## src/rtl/lcd_seq_controller.sv

```systemverilog
// lcd_seq_controller
// Runs a panel init program from an external synchronous ROM, then streams
// a programmable number of pixel words onto an 8080-style parallel bus.
// Ports:
//   clk, rst          system clock, asynchronous active-high reset
//   start, pix_count  begin a full sequence; pixels to stream after END
//   rom_addr/rom_data program ROM port; rom_data = {op[1:0], payload}
//   pix_data/pix_valid/pix_ready  pixel source handshake
//   busy, init_done, seq_err      sequence status
//   lcd_data, lcd_rs, lcd_wr, lcd_rd, lcd_cs, lcd_rst  panel bus
module lcd_seq_controller #(
   parameter int DATA_W      = 16,
   parameter int ROM_AW      = 8,
   parameter int CNT_W       = 20,
   parameter int CLK_PER_MS  = 100000,
   parameter int WR_LOW_CYC  = 2,
   parameter int WR_HIGH_CYC = 2,
   parameter int RST_LOW_MS  = 10,
   parameter int RST_WAIT_MS = 50
) (
   input  logic              clk,
   input  logic              rst,
   input  logic              start,
   input  logic [CNT_W-1:0]  pix_count,
   output logic [ROM_AW-1:0] rom_addr,
   input  logic [DATA_W+1:0] rom_data,
   input  logic [DATA_W-1:0] pix_data,
   input  logic              pix_valid,
   output logic              pix_ready,
   output logic              busy,
   output logic              init_done,
   output logic              seq_err,
   output logic [DATA_W-1:0] lcd_data,
   output logic              lcd_rs,
   output logic              lcd_wr,
   output logic              lcd_rd,
   output logic              lcd_cs,
   output logic              lcd_rst
);

   typedef enum logic [3:0] {
      IDLE, RST_LOW, RST_WAIT, FETCH, DECODE, WR_LO, WR_HI, DELAY, PIX_WAIT, DONE
   } state_t;

   localparam logic [31:0] RST_LOW_LAST  = 32'(RST_LOW_MS * CLK_PER_MS - 1);
   localparam logic [31:0] RST_WAIT_LAST = 32'(RST_WAIT_MS * CLK_PER_MS - 1);
   localparam logic [31:0] WR_LOW_LAST   = 32'(WR_LOW_CYC - 1);
   localparam logic [31:0] WR_HIGH_LAST  = 32'(WR_HIGH_CYC - 1);
   localparam logic [31:0] MS_LAST       = 32'(CLK_PER_MS - 1);

   state_t            state;
   logic [31:0]       cnt;       // phase counter; doubles as ms prescaler in DELAY
   logic [7:0]        ms_left;
   logic [CNT_W-1:0]  pix_left;
   logic              pix_mode;  // set once END is decoded: writes are pixels
   logic [1:0]        op;
   logic [DATA_W-1:0] payload;

   assign op      = rom_data[DATA_W+1:DATA_W];
   assign payload = rom_data[DATA_W-1:0];
   assign lcd_rd  = 1'b1;

   always_ff @(posedge clk or posedge rst) begin
      if (rst) begin
         state     <= IDLE;
         cnt       <= '0;
         ms_left   <= '0;
         pix_left  <= '0;
         pix_mode  <= 1'b0;
         rom_addr  <= '0;
         pix_ready <= 1'b0;
         busy      <= 1'b0;
         init_done <= 1'b0;
         seq_err   <= 1'b0;
         lcd_data  <= '0;
         lcd_rs    <= 1'b1;
         lcd_wr    <= 1'b1;
         lcd_cs    <= 1'b1;
         lcd_rst   <= 1'b1;
      end else begin
         case (state)
            IDLE, DONE: begin
               if (start) begin
                  busy      <= 1'b1;
                  init_done <= 1'b0;
                  seq_err   <= 1'b0;
                  pix_left  <= pix_count;
                  pix_mode  <= 1'b0;
                  rom_addr  <= '0;
                  lcd_rst   <= 1'b0;
                  cnt       <= '0;
                  state     <= RST_LOW;
               end
            end
            RST_LOW: begin
               if (cnt == RST_LOW_LAST) begin
                  lcd_rst <= 1'b1;
                  cnt     <= '0;
                  state   <= RST_WAIT;
               end else begin
                  cnt <= cnt + 32'd1;
               end
            end
            RST_WAIT: begin
               if (cnt == RST_WAIT_LAST) begin
                  lcd_cs <= 1'b0;
                  state  <= FETCH;
               end else begin
                  cnt <= cnt + 32'd1;
               end
            end
            // ROM registers rom_addr at the end of FETCH; DECODE sees the entry
            FETCH: state <= DECODE;
            DECODE: begin
               case (op)
                  2'b00, 2'b01: begin
                     lcd_data <= payload;
                     lcd_rs   <= op[0];
                     lcd_wr   <= 1'b0;
                     cnt      <= '0;
                     state    <= WR_LO;
                  end
                  2'b10: begin
                     ms_left <= payload[7:0];
                     cnt     <= '0;
                     state   <= DELAY;
                  end
                  default: begin
                     pix_mode <= 1'b1;
                     if (pix_left == '0) begin
                        lcd_cs    <= 1'b1;
                        busy      <= 1'b0;
                        init_done <= 1'b1;
                        state     <= DONE;
                     end else begin
                        pix_ready <= 1'b1;
                        state     <= PIX_WAIT;
                     end
                  end
               endcase
            end
            WR_LO: begin
               if (cnt == WR_LOW_LAST) begin
                  lcd_wr <= 1'b1;
                  cnt    <= '0;
                  state  <= WR_HI;
               end else begin
                  cnt <= cnt + 32'd1;
               end
            end
            WR_HI: begin
               if (cnt == WR_HIGH_LAST) begin
                  if (pix_mode) begin
                     if (pix_left == '0) begin
                        lcd_cs    <= 1'b1;
                        busy      <= 1'b0;
                        init_done <= 1'b1;
                        state     <= DONE;
                     end else begin
                        pix_ready <= 1'b1;
                        state     <= PIX_WAIT;
                     end
                  end else if (&rom_addr) begin
                     // last ROM slot executed without END: stop, never wrap
                     seq_err <= 1'b1;
                     lcd_cs  <= 1'b1;
                     busy    <= 1'b0;
                     state   <= DONE;
                  end else begin
                     rom_addr <= rom_addr + ROM_AW'(1);
                     state    <= FETCH;
                  end
               end else begin
                  cnt <= cnt + 32'd1;
               end
            end
            DELAY: begin
               // a zero-length delay still spends this one cycle
               if (ms_left == 8'd0 || (cnt == MS_LAST && ms_left == 8'd1)) begin
                  if (&rom_addr) begin
                     seq_err <= 1'b1;
                     lcd_cs  <= 1'b1;
                     busy    <= 1'b0;
                     state   <= DONE;
                  end else begin
                     rom_addr <= rom_addr + ROM_AW'(1);
                     state    <= FETCH;
                  end
               end else if (cnt == MS_LAST) begin
                  cnt     <= '0;
                  ms_left <= ms_left - 8'd1;
               end else begin
                  cnt <= cnt + 32'd1;
               end
            end
            PIX_WAIT: begin
               if (pix_valid && pix_ready) begin
                  lcd_data  <= pix_data;
                  lcd_rs    <= 1'b1;
                  lcd_wr    <= 1'b0;
                  pix_ready <= 1'b0;
                  pix_left  <= pix_left - CNT_W'(1);
                  cnt       <= '0;
                  state     <= WR_LO;
               end
            end
            default: state <= IDLE;
         endcase
      end
   end

endmodule

```

## config.mk

```make
export PLATFORM = sky130hd
export DESIGN_NAME = lcd_seq_controller
export DESIGN_NICKNAME = d
export VERILOG_FILES = /design/src/rtl/lcd_seq_controller.sv
export SDC_FILE = /design/constraint.sdc
export NUM_CORES = 1
export LEC_CHECK = 0
export BUFFER_PORTS_ARGS = -buffer_cell sky130_fd_sc_hd__buf_4
export CAP_MARGIN = 5
export CORE_ASPECT_RATIO = 2
export CORE_MARGIN = 2
export CORE_UTILIZATION = 45
export DETAILED_ROUTE_END_ITERATION = 8
export PLACE_DENSITY = 0.68
export SETUP_SLACK_MARGIN = 0.02
export SLEW_MARGIN = 30
export SYNTH_ARGS = -nofsm -noshare
export SYNTH_HDL_FRONTEND = slang
export SYNTH_SLANG_ARGS = --single-unit
```

## constraint.sdc

```tcl
create_clock -name clk -period 2.7 [get_ports clk]
set_input_delay 0.135 -clock clk [delete_from_list [all_inputs] [get_ports clk]]
set_output_delay 0.135 -clock clk [all_outputs]
set_load 0.01 [all_outputs]
```

Yosys cells after proc, flatten, opt, wreduce, memory -nomap -nowiden
Cells that the tools add are included.

Register bits after elaboration: 97. Output and inout port bits: 33. Word-level logic and storage cells: 169.

Add/subtract/negate cells: 4. Equal/unequal tests: 33. Multiplexer cells: 81. Reductions and logical operators: 36.

Operator list (number): $mux W32 (9); $pmux W32 S8 (1); $mux W8 (8); $mux W20 (2); $pmux W20 S2 (1); $mux W4 (9); $pmux W4 S9 (1); $mux W1 (35); $ne A2 B2 Y1 const B (17); $add A32 B1 Y32 const B (1); $eq A32 B1 Y1 const B (1); $eq A32 B17 Y1 const B (1); $eq A32 B20 Y1 const B (1); $eq A32 B23 Y1 const B (1); $mux W16 (2); $pmux W16 S2 (1); $reduce_and A5 Y1 (5); $pmux W8 S3 (1); $logic_not A20 Y1 (1); $sub A20 B1 Y20 const B (1); $eq A4 B3 Y1 const B (4); $pmux W8 S2 (1); $reduce_and A7 Y1 (2); $pmux W1 S3 (4); 25 further kinds (44).

Depth between registers and ports, before layout
Gate-level depths: netlist of run 1.

Word-level depth: 5. Mapped depth: 10. Depth with buffers taken out: 8.

Least setup slack after synthesis of run 1
OpenSTA, ideal clock, no wires.

Kind: register -> register. From: register cnt[11]. To: register cnt[10]. Library setup time: 121 ps. Arrival: 2672 ps. Path slack: -93 ps. Stages on the path, launching flop included: 10. Path buffers: 2. Period minus slack after synthesis: 2793 ps. Cell sequence: dfrtp_1 buf_6 or4_1 or4_4 nor4_4 o31a_2 o221a_4 buf_8 o21ai_2 a22o_1.

Longest elaborated chain between the ends: 5.

RTL lines: from (decl) (line 52) `logic [31:0] cnt;`; from (signal assigned) (line 101) `cnt <= cnt + 32'd1;`; from (signal assigned) (line 109) `cnt <= cnt + 32'd1;`; from (signal assigned) (line 148) `cnt <= cnt + 32'd1;`; $eq A32 B17 Y1 (line 179, 189); $logic_and A1 B1 Y1 (line 179) `if (ms_left == 8'd0 || (cnt == MS_LAST && ms_left == 8'd1)) begin`; $logic_or A1 B1 Y1 (line 179); $ne A2 B2 Y1 (no line); $reduce_and A7 Y1 (no line).

Several ways; a longest one is shown, not always the timed one. The select of a mux whose other input is x is not followed. A chain may end at the register's enable or synchronous reset.

Final worst setup path of run 1
From: register cnt[14]. To: register cnt[20].

Longest elaborated chain between the ends: 5.

RTL lines: parallel branches: the longest is 5 deep, another holds $add A32 B1 Y32.

Several ways; the timed one is not identified. The select of a mux whose other input is x is not followed.

==> metrics.md, run 1 <==
| Metric | Value |
|---|---|
| F_max | 352 MHz |
| Normalized max-slew margin | 48.7% |
| Multi-input gate area | 3580 um2 |
| Router iterations before antenna repair | 9 |
| Crit path cell chain | or4_4, or4_4, nor4_4, o31a_4, o221ai_4, buf_4, nand2_4, buf_12, o311ai_0 |
| Gr usage total | 27.2% |
| Worst skew pair latency | 360 ps |
| Clock skew | 13.4 ps |
| Detailed placement HPWL | 14200 um |
| Synth top cells by count | 106 x nand2_1, 93 x dfrtp_1, 78 x nor2_1 |
| Crit start category | register |
| Die area | 14400 um2 |
| Nets | 953 |
| Synthesis Warnings | 0 |
| Most frequent cell after synthesis | nand2_1 |
| Register area | 2430 um2 |
| Top FF cell, synth | dfrtp_1 |
| R2R setup slack | -140 ps |
| P_leak | 3.54 nW |
| Max Root-Sink Buffers | 2 |
| Final core area utilization | 62.2% |
| FILL cells | 1157 |
| Design Power | 9.49 mW |
| N_diodes | 0 |
| WL/cell | 19.6 um |
| Gpl congestion | 0.925 |
| Clock sinks | 97 |
| Vias in the first global route | 6545 |
| Top-area cell type share of the netlist area | 38.7% |
| Reg-to-Reg Start | cnt[14] |
| Synth area leaders | dfrtp_1 39%, nand2_1 6.6%, o21ai_0 5.0%, nor2_1 4.9%, a21oi_1 4.2% |
| Min-delay worst type | in -> reg |
| Final wirelength | 20500 um |
| Port buffer count | 89 |
| Max FO, Critical Path | 8 |
| CP Capture Type | register |
| Final setup fails | 42 |
| Root Driver | clkbuf_16 |
| Worst path slowest cell | or4_4 |
| Synthesized instance count | 737 |
| Maximum vdd ir drop | 1.13 mV |
| Overflow after GRT | 0 |
| Placement row count | 59 |
| Maxcap violations | 0 |
| # DRC | 13 |
| Status | finished with violations |
| Setup ws final | -138 ps |
| Seq/Total Area, Yosys | 40.4% |
| Asr flop ratio synth | 100% |
| Initial antenna violation count | 0 |
| Clock tree from TritonCTS | done |
| Mapped cell area | 6020 um2 |
| H-tree Lvls | 3 |
| Crit path DAT | 3040 ps |
| Pin count of the biggest net entering global routing | 58 |
| Area grow syn2layout | 35.1% |
| Clk slew on worst S/H paths | 80 ps |
| Placed Area | 7350 um2 |
| Slew Limit Fails | 0 |
| Fin Setup TNS | -3420 ps |
| CTS buffer count | 9 |
| Yosys cell types | 77 |
| HP Start | pix_count[0] |
| Worst Tran Pin Value | 770 ps |
| Die width | 85.8 um |
| Failing checks | design-rule violations, negative setup slack |
| DR iter-0 viols | 723 |
| Crit path kind | reg -> reg |
| RSZ-0062 raised after global routing | true |
| Final hold violations | 0 |
| CP delay by family, top | simple AND/OR/NAND/NOR gates |
| Fraction of layout cells with a size suffix above 1 | 29.9% |
| Mean Syn Cell Area | 8.17 um2 |
| Via-to-Cell Ratio | 6.24 |
| Core area | 13100 um2 |
| Most frequent CP cell | or4_4 |
| Register bit total from synthesis | 97 |
| Syn nets | 802 |
| Post-synth EDFFs | 0 |
| Max stage delay on crit path | 550 ps |
| Initial core utilization | 46.1% |
| First-pass GRT wire length | 31200 um |
| Die height | 168 um |
| Post-route minimum period | 2840 ps |
| Vias | 6526 |
| Final worst-path cycle share | 105% |
| Worst path buffer plus inverter count | 2 |
| Power per standard cell area | 1170 nW/um2 |
| Final instance area | 8130 um2 |
| Crit path from | cnt[14] |
| Biggest area consumer among synthesized cells | dfrtp_1 |
| Boundary Pins | 91 |
| Final ANT Viol Nets | 0 |
| WP data required | 2910 ps |
==> final timing paths <==
check,endpoint,depth (start not counted)
max in group asynchronous,lcd_wr,4
hold reg to reg,lcd_rs,2
setup reg to reg,cnt[20],9
setup / recovery,cnt[20],9
min in group asynchronous,ms_left[1],3
hold / removal,pix_left[0],3
==> stage by stage <==
step | setup WS, ps | hold slack, ps | instances
after floorplan | 3.96 | 268 | 737
after global placement | -21.5 | 315 | 1010
after detailed placement | -92.4 | 325 | 1010
after CTS | -72.5 | 13.6 | 1030
after global routing | -171 | 29.2 | 1045
final | -138 | 5.99 | 1045
==> final cells by class <==
type | count | share of cell area, %
repair buffers | 183 | 18.7
inverters | 19 | 0.908
well taps | 152 | 2.34
multi-input cells | 578 | 44.1
clock buffers | 11 | 2.99
flip-flops and latches | 97 | 29.9
clock inverters | 5 | 1.08
==> repair_timing <==
item	4_1_cts	5_1_grt
pin swaps	7	13
hold buffers	1	0
gates resized for setup	10	46
endpoints found under the hold margin	54	0
gates cloned	1	5
setup buffers	2	10
setup endpoints to repair	28	65
==> placed cells by master (no fill, tap or decap), types with 12 or more instances in the layout <==
| cell type | Yosys | layout |
|---|---|---|
| a31oi_1 | 18 | 18 |
| nand2_1 | 106 | 105 |
| nor4_1 | 13 | 12 |
| o21ai_0 | 60 | 52 |
| dfrtp_1 | 93 | 93 |
| nand3_1 | 36 | 32 |
| a22o_1 | 14 | 14 |
| a21oi_1 | 51 | 46 |
| inv_1 | 19 | 17 |
| buf_4 | 3 | 169 |
| nor2_1 | 78 | 78 |
| nor3_1 | 23 | 21 |
==> worst register-to-register path, stage by stage, from the launching register on <==
cell and delay (ps):
dfrtp_1 400, or4_4 520, or4_4 550, nor4_4 270, o31a_4 220, o221ai_4 180, buf_4 210, nand2_4 80
buf_12 140, o311ai_0 140
==> cells by family (layout without fill, tap and decap cells) <==
kind of cell    count (synthesis)  after routing  share of synthesized area, %
fa+ha+maj                       7              7                          1.45
xor+xnor                        2              2                         0.291
mux                             5              5                         0.915
other cells                     1              1                        0.0623
compound gates                225            226                          24.5
flops                          97             97                          40.4
buf+inv                        64            218                          4.82
simple gates                  336            337                          27.6
==> per-layer routing <==
layer  GRT usage, %  up-vias  wire (um)
met2           49.7      300      11000
met5              0        -          0
li1               -     3015          -
met3           3.75       99       1190
met4           18.4        0       1350
met1           27.7     3112       7010
==> state kept, by name (all words and copies together), names as in the netlist <==
name       count
cnt           32
pix_left      20
lcd_data      16
ms_left        8
rom_addr       8
state          4
busy           1
init_done      1
lcd_cs         1
lcd_rs         1
lcd_rst        1
lcd_wr         1
pix_mode       1
pix_ready      1
seq_err        1
==> power by group <==
group,internal (mW),switching (mW),total (mW)
Combinational,2.69,3.00,5.70
Clock,0.847,0.604,1.45
Sequential,1.91,0.432,2.34
Power figures use the tool's default switching activity.
==> inputs of run 2 (changes only) <==
--- a/config.mk
+++ b/config.mk
@@ -12,7 +12,7 @@
 export CORE_UTILIZATION = 45
 export DETAILED_ROUTE_END_ITERATION = 8
 export PLACE_DENSITY = 0.68
-export SETUP_SLACK_MARGIN = 0.02
+export SETUP_SLACK_MARGIN = 0.4
 export SLEW_MARGIN = 30
 export SYNTH_ARGS = -nofsm -noshare
 export SYNTH_HDL_FRONTEND = slang
==> run 2 against run 1 <==
  * The flow still finishes with violations (design-rule violations, negative setup slack)
  * Flip-flop and latch count stayed put
  * Setup slack improved by 34 ps
  * Register-to-register slack better by 30 ps
  * Clock power decreased by 3%
  * Critical endpoint is now busy
  * Highest routed layer unchanged
==> metrics.md, run 2 (synthesis results as in run 1) <==
| Metric | Value |
|---|---|
| WHS | 14.9 ps (+8.91 ps) |
| Largest Register | cnt |
| Normalized max-slew margin | 58.7% (+10 points) |
| Overflow after GRT | 0 (unchanged) |
| Max FO, Critical Path | 3 (-5) |
| Switch share | 42.8% (+0.28 points) |
| P_leak | 3.63 nW (+2.7%) |
| Port buffer count | 89 (unchanged) |
| Fin Setup TNS | -769 ps (+2650 ps) |
| Clock sinks | 97 (unchanged) |
| WP data required | 2930 ps (+20 ps) |
| # DRC | 15 (+2) |
| NetSw | 4.17 mW (+3.2%) |
| Max Root-Sink Buffers | 2 (unchanged) |
| Clk slew on worst S/H paths | 80 ps (about the same) |
| Final worst-path cycle share | 104% (-1.3 points) |
| Vias | 6443 (-1.3%) |
| Failing checks | design-rule violations, negative setup slack |
| Post-route minimum period | 2800 ps (-34.2 ps) |
| Slew Limit Fails | 0 (unchanged) |
| M3 GR Usage | 3.55% (-0.20 points) |
| Gr usage total | 27.2% (about the same) |
| Commonest cells after routing, fill and taps aside | 155 x buf_4, 95 x nand2_1, 90 x dfrtp_1 |
| Core area | 13100 um2 (unchanged) |
| Crit path DAT | 3030 ps (about the same) |
| Crit path kind | reg -> reg |
| H-tree Lvls | 3 (unchanged) |
| Largest regs | cnt (32), pix_left (20), lcd_data (16) |
| Pin count of the biggest net entering global routing | 46 (-21%) |
| DR iter-0 viols | 415 (-43%) |
| Crit start category | register |
| Power per standard cell area | 1140 nW/um2 (-2.1%) |
| Final core area utilization | 65.2% (+2.9 points) |
| Via-to-Cell Ratio | 6.17 (-1.2%) |
| Most frequent CP cell | or4_4 |
| Die height | 168 um (unchanged) |
| Nets | 952 (-0.10%) |
| Placement row count | 59 (unchanged) |
| RSZ-0062 raised after global routing | true |
| Setup ws final | -104 ps (+34.2 ps) |
| Router iterations before antenna repair | 8 (-1) |
| Clk network pwr share | 14.4% (-0.9 points) |
| Worst skew pair latency | 350 ps (about the same) |
| Logic pwr share | 61.2% (+1.2 points) |
| N_diodes | 0 (unchanged) |
| Worst path slowest cell | or4_4 |
| F_max | 357 MHz (+1.2%) |
| Final setup fails | 24 (-43%) |
| Maximum vdd ir drop | 0.845 mV (-25%) |
| Max reg flops | 32 (unchanged) |
| Min-delay worst type | in -> reg |
| Final ANT Viol Nets | 0 (unchanged) |
| Seq pwr share | 24.4% (-0.3 points) |
| Fraction of layout cells with a size suffix above 1 | 36.1% (+6.2 points) |
| Crit path cell chain | or3_4, or4_4, or4_4, or4_4, a21oi_4, a311oi_1, o32a_1 |
| GR met2 Demand/Resource | 53.6% (+3.9 points) |
| Max stage delay on crit path | 470 ps (-80 ps) |
| Final hold violations | 0 (unchanged) |
| Area grow syn2layout | 41.5% |
| Dpl ws | -59.7 ps (+32.7 ps) |
| Initial antenna violation count | 0 (unchanged) |
| WL/cell | 18.6 um (-5.5%) |
| Root Driver | clkbuf_16 |
| Worst Tran Pin Value | 610 ps (-160 ps) |
| Clock tree from TritonCTS | done |
| Initial core utilization | 46.1% (unchanged) |
| Boundary Pins | 91 (unchanged) |
| Most common library cell in the layout ignoring fill and taps | buf_4 |
| Die area | 14400 um2 (unchanged) |
| CTS buffer count | 9 (unchanged) |
| Gpl congestion | 0.967 (+4.6%) |
| Vias in the first global route | 6591 (+0.70%) |
| Die width | 85.8 um (unchanged) |
| Detailed placement HPWL | 13800 um (-2.6%) |
| Status | finished with violations |
| P_int | 5.56 mW (+2.1%) |
| First-pass GRT wire length | 31400 um (+0.69%) |
| Final wirelength | 19400 um (-5.6%) |
| Design Power | 9.73 mW (+2.6%) |
| M1 GR Usage | 27.2% (-0.49 points) |
| Clock skew | 11.9 ps (-1.48 ps) |
| Maxcap violations | 0 (unchanged) |
| CP Capture Type | register |
| Busiest grt layer | met2 |
[run 2: cell count changes in the layout (fill, tap and decap cells not counted), moves of 4 or more]
| cell | change |
|---|---|
| o21ai_0 | -8 |
| nand2_2 | +6 |
| a21oi_2 | +7 |
| buf_6 | +12 |
| a21oi_1 | -6 |
| o311ai_4 | +4 |
| nand2_1 | -10 |
| o21ai_2 | +8 |
| buf_4 | -14 |
[run 2: cell type report]
class / instances / area, um2
Clock buffer: 10 / 229
Inverter: 19 / 75.1
Multi-Input combinational cell: 577 / 3900
Fill cell: 1088 / 4550
Timing Repair Buffer: 183 / 1600
Clock inverter: 6 / 91.3
Sequential cell: 97 / 2440
Tap cell: 152 / 190
[run 2: path summary, 6_finish.rpt]
check                             start           end  slack, ps  depth (start not counted)
max                         pix_left[9]          busy       -100                          7
min                        pix_count[0]   pix_left[0]         10                          3
max reg2reg                 pix_left[9]          busy       -100                          7
min reg2reg                 pix_left[6]   pix_left[6]        500                          2
max in group asynchronous           rst  pix_left[14]       1510                          5
min in group asynchronous           rst       seq_err        340                          3
[run 2: timing repair]
action	4_1_cts	5_1_grt
cloned	4	0
hold buffers	1	0
pin swaps	32	29
setup endpoints to repair	63	83
setup buffers	13	3
resized for setup	90	56
hold endpoints to repair	34	0
[run 2: layer usage]
layer | share of wire (%) | wire [um]
met3 | 4.3 | 828
met2 | 57 | 11000
met4 | 4.6 | 901
met5 | 0 | 0
met1 | 35 | 6690
[run 2: power by group through the flow]
stage | registers (mW) | clock network, mW | logic [mW]
detailed placement | 2.37 | 0 | 4.50
CTS | 2.35 | 1.43 | 5.64
floorplan | 2.32 | 0 | 2.83
global placement | 2.34 | 0 | 4.39
finish | 2.38 | 1.40 | 5.95
global route | 2.42 | 1.47 | 6.40
[run 2: metrics by stage]
stage,instance area [um2],cells
after floorplan,6120,737
after global placement,7350,1006
after detailed placement,7350,1006
after CTS,8250,1040
after global routing,8520,1044
final,8520,1044
[run 2: worst max-delay path, delay by kind of cell (launching register included)]
family / cells / cell delay (ps)
AO/OA/AOI/OAI: 3 / 550
flip-flops: 1 / 390
AND/OR/NAND/NOR: 4 / 1740
==> inputs of run 3 (changes only) <==
--- a/config.mk
+++ b/config.mk
@@ -5,13 +5,14 @@
 export SDC_FILE = /design/constraint.sdc
 export NUM_CORES = 1
 export LEC_CHECK = 0
+export ABC_AREA = 1
 export BUFFER_PORTS_ARGS = -buffer_cell sky130_fd_sc_hd__buf_4
 export CAP_MARGIN = 5
 export CORE_ASPECT_RATIO = 2
 export CORE_MARGIN = 2
 export CORE_UTILIZATION = 45
 export DETAILED_ROUTE_END_ITERATION = 8
-export PLACE_DENSITY = 0.68
+export PLACE_DENSITY = 0.67
 export SETUP_SLACK_MARGIN = 0.4
 export SLEW_MARGIN = 30
 export SYNTH_ARGS = -nofsm -noshare
==> run 3 against run 2 <==
  * The flow now finishes without violations
  * Wire length rose by 2.1%
  * Count of clock-buffer cells in the layout increased by 1
  * Clock power down 14%
  * Via count rose by 11%
  * Synthesized cell count is 42% higher
  * Register-to-register slack better by 710 ps
  * Final area decreased by 5.7%
  * Sequential power fell by 6%
  * Combinational power down 45%
  * Sequential share of layout area grew 1.7 points
  * Critical path depth is 3 higher
  * Cell count grew 28%
  * Largest cell class unchanged
==> metrics.md, run 3 <==
| Metric | Value |
|---|---|
| Final setup fails | 0 (-100%) |
| Vias | 7120 (+11%) |
| H-tree Lvls | 3 (unchanged) |
| R2R cell count | 10 (+3) |
| Syn nets | 1114 (+39%) |
| Maximum vdd ir drop | 0.533 mV (-37%) |
| Status | finished clean |
| Mean Syn Cell Area | 6.57 um2 (-20%) |
| P_leak | 3.84 nW (+5.5%) |
| Overflow after GRT | 0 (unchanged) |
| Router iterations before antenna repair | 5 (-3) |
| Clock tree from TritonCTS | done |
| Nets | 1194 (+25%) |
| Commonest cells after routing, fill and taps aside | 319 x nand2_1, 163 x nor2_1, 96 x buf_4 |
| Asr flop ratio synth | 100% (unchanged) |
| Synth area leaders | dfrtp_1 34%, nand2_1 17%, nor2_1 8.9%, nand3_1 6.0%, inv_1 5.2% |
| Detailed placement HPWL | 14000 um (+1.1%) |
| Final instance area | 8030 um2 (-5.7%) |
| Largest Register | cnt |
| Clock sinks | 97 (unchanged) |
| P_int | 3.64 mW (-35%) |
| Logic pwr share | 48.9% (-12 points) |
| Gr usage total | 23.3% (-3.9 points) |
| Seq/Total Area, Yosys | 35.3% (-5.1 points) |
| CTS buffer count | 9 (unchanged) |
| Max FO, Critical Path | 26 (+23) |
| WP data required | 2920 ps (about the same) |
| Top-area cell type share of the netlist area | 33.8% (-4.9 points) |
| F_max | 477 MHz (+34%) |
| Min-delay worst type | in -> reg |
| Crit start category | register |
| Final hold violations | 0 (unchanged) |
| Gpl congestion | 0.915 (-5.4%) |
| Seq pwr share | 33.3% (+8.9 points) |
| Largest regs | cnt (32), pix_left (20), lcd_data (16) |
| # DRC | 0 (-15) |
| Die height | 179 um (+6.8%) |
| Die area | 16400 um2 (+14%) |
| Crit path from | cnt[0] |
| Clk network pwr share | 17.8% (+3.4 points) |
| DR iter-0 viols | 431 (+3.9%) |
| Initial antenna violation count | 0 (unchanged) |
| Most common library cell in the layout ignoring fill and taps | nand2_1 |
| Worst skew pair latency | 350 ps (about the same) |
| Slew Limit Fails | 0 (unchanged) |
| Synth top cells by count | 319 x nand2_1, 164 x nor2_1, 96 x inv_1 |
| Post-route minimum period | 2090 ps (-709 ps) |
| Boundary Pins | 91 (unchanged) |
| First-pass GRT wire length | 30800 um (-2.0%) |
| Clk slew on worst S/H paths | 70 ps (about the same) |
| FILL cells | 1545 (+42%) |
| Placement row count | 64 (+8.5%) |
| Synthesized instance count | 1049 (+42%) |
| Initial core utilization | 45.5% (-0.53 points) |
| Mapped cell area | 6890 um2 (+14%) |
| Final worst-path cycle share | 77.6% (-26 points) |
| NetSw | 3.07 mW (-26%) |
| WL/cell | 14.9 um (-20%) |
| Port buffer count | 89 (unchanged) |
| Synthesis Warnings | 0 (unchanged) |
| Pin count of the biggest net entering global routing | 98 (+110%) |
| Crit path DAT | 2310 ps (-720 ps) |
| Max Root-Sink Buffers | 2 (unchanged) |
| Post-synth EDFFs | 0 (unchanged) |
| Number of setup buffers added after CTS | 0 (-13) |
| Fraction of layout cells with a size suffix above 1 | 14.6% (-22 points) |
| Die width | 91.5 um (+6.7%) |
| Final ANT Viol Nets | 0 (unchanged) |
| Power per standard cell area | 835 nW/um2 (-27%) |
| CP Capture Type | register |
| Core area | 15100 um2 (+16%) |
| RR Endpoint | cnt[28] |
| N_diodes | 0 (unchanged) |
| Placed Area | 7710 um2 (+4.9%) |
| Crit path kind | reg -> reg |
| Fin Setup TNS | 0 ps (+769 ps) |
| Clock skew | 8.16 ps (-3.78 ps) |
| CP endpoint | cnt[28] |
| Root Driver | clkbuf_16 |
| Switch share | 45.7% (+2.9 points) |
| Worst Tran Pin Value | 611 ps (+1.28 ps) |
| Most frequent cell after synthesis | nand2_1 |
| Area grow syn2layout | 16.5% |
| Via-to-Cell Ratio | 5.35 (-13%) |
| RSZ-0062 raised after global routing | false |
| Top FF cell, synth | dfrtp_1 |
| Yosys cell types | 47 (-39%) |
| Biggest area consumer among synthesized cells | dfrtp_1 |
| Max reg flops | 32 (unchanged) |
| Register bit total from synthesis | 97 (unchanged) |
| Vias in the first global route | 6264 (-5.0%) |
| Reg-to-Reg Start | cnt[0] |
| Final wirelength | 19800 um (+2.1%) |
| R2R setup slack | 610 ps (+710 ps) |
| Maxcap violations | 0 (unchanged) |
| Normalized max-slew margin | 58.9% (+0.17 points) |
==> run 3: changes by cell type after synthesis, sizes merged, moves of 14 or more <==
cell    before  now
nand3       36   87
inv         19  103
nor2        80  177
nand2      107  330
clkbuf      31    8
a21oi       51   31
or4         14    0
xor2         1   25
==> run 3: per-layer routing <==
layer / up-vias / routed length, um / track usage [%]
met2: 247 / 9260 / 36.3
met3: 28 / 1170 / 3.03
met5: - / 0 / 0
met4: 0 / 410 / 7.58
met1: 3312 / 8950 / 33.5
li1: 3533 / - / -
==> run 3: cells by family after synthesis <==
| family | after synthesis | share of synthesized area [%] |
|---|---|---|
| DFF | 97 | 35.3 |
| xor gates and xnor gates | 28 | 3.56 |
| other | 1 | 0.0544 |
| and+or+nand+nor | 640 | 40.1 |
| buffers and inverters | 136 | 8.21 |
| AOI/OAI and AO/OA | 140 | 11.5 |
| adders and majority gates | 7 | 1.27 |
==> run 3: how the worst min path moves through the flow <==
stage / start / cells past startpoint / endpoint / slack (ps)
final: rom_data[9] / 3 / lcd_data[9] / 50
after global routing: rom_data[9] / 3 / lcd_data[9] / 50
after CTS: rom_data[9] / 3 / lcd_data[9] / 40
after detailed placement: rst / 3 / lcd_data[12] / 340
after global placement: rst / 3 / lcd_data[9] / 340
after floorplan: rom_data[16] / 2 / lcd_rs / 250
==> run 3: metrics by stage <==
stage / hold WS (ps) / power (mW) / util, % / std cells / worst slack, ps
after floorplan: 254 / 4.50 / - / 1049 / 929
after global placement: 339 / 5.29 / 50.9 / 1312 / 568
after detailed placement: 341 / 5.38 / 50.9 / 1312 / 498
after CTS: 42.4 / 6.59 / 52.8 / 1329 / 471
after global routing: 51.5 / 7.22 / 53.1 / 1332 / 389
final: 51.1 / 6.71 / 53.1 / 1332 / 605
==> run 3: final cells by class <==
cell class | count | area (um2) | area share [%]
clock buffers | 11 | 233 | 2.90
inverters | 104 | 395 | 4.92
multi-input cells | 819 | 3940 | 49.0
flip-flops and latches | 97 | 2430 | 30.3
repair buffers | 98 | 751 | 9.35
clock inverters | 5 | 35.0 | 0.436
well taps | 198 | 248 | 3.08
==> run 3: power groups by stage <==
stage / logic, mW / registers (mW) / clock network, mW
floorplan: 2.24 / 2.26 / 0
global placement: 3.06 / 2.23 / 0
detailed placement: 3.13 / 2.25 / 0
CTS: 3.14 / 2.23 / 1.23
global route: 3.63 / 2.30 / 1.29
finish: 3.28 / 2.23 / 1.20
==> run 3: timing repair <==
action / in CTS / in global routing
hold endpoints to repair: 93 / 0
endpoints found under the setup margin: 0 / 52
gates resized for setup: 0 / 6
hold buffers: 1 / 0
==> run 3: critical path: stages, from the launching register on <==
cell,delay (ps)
dfrtp_1,430
ha_2,250
nand2_1,80
nor2_1,110
nand3_1,90
nor2_2,180
nand3_2,150
a21oi_4,350
nor2_8,170
nand2_1,90
o21ai_1,70
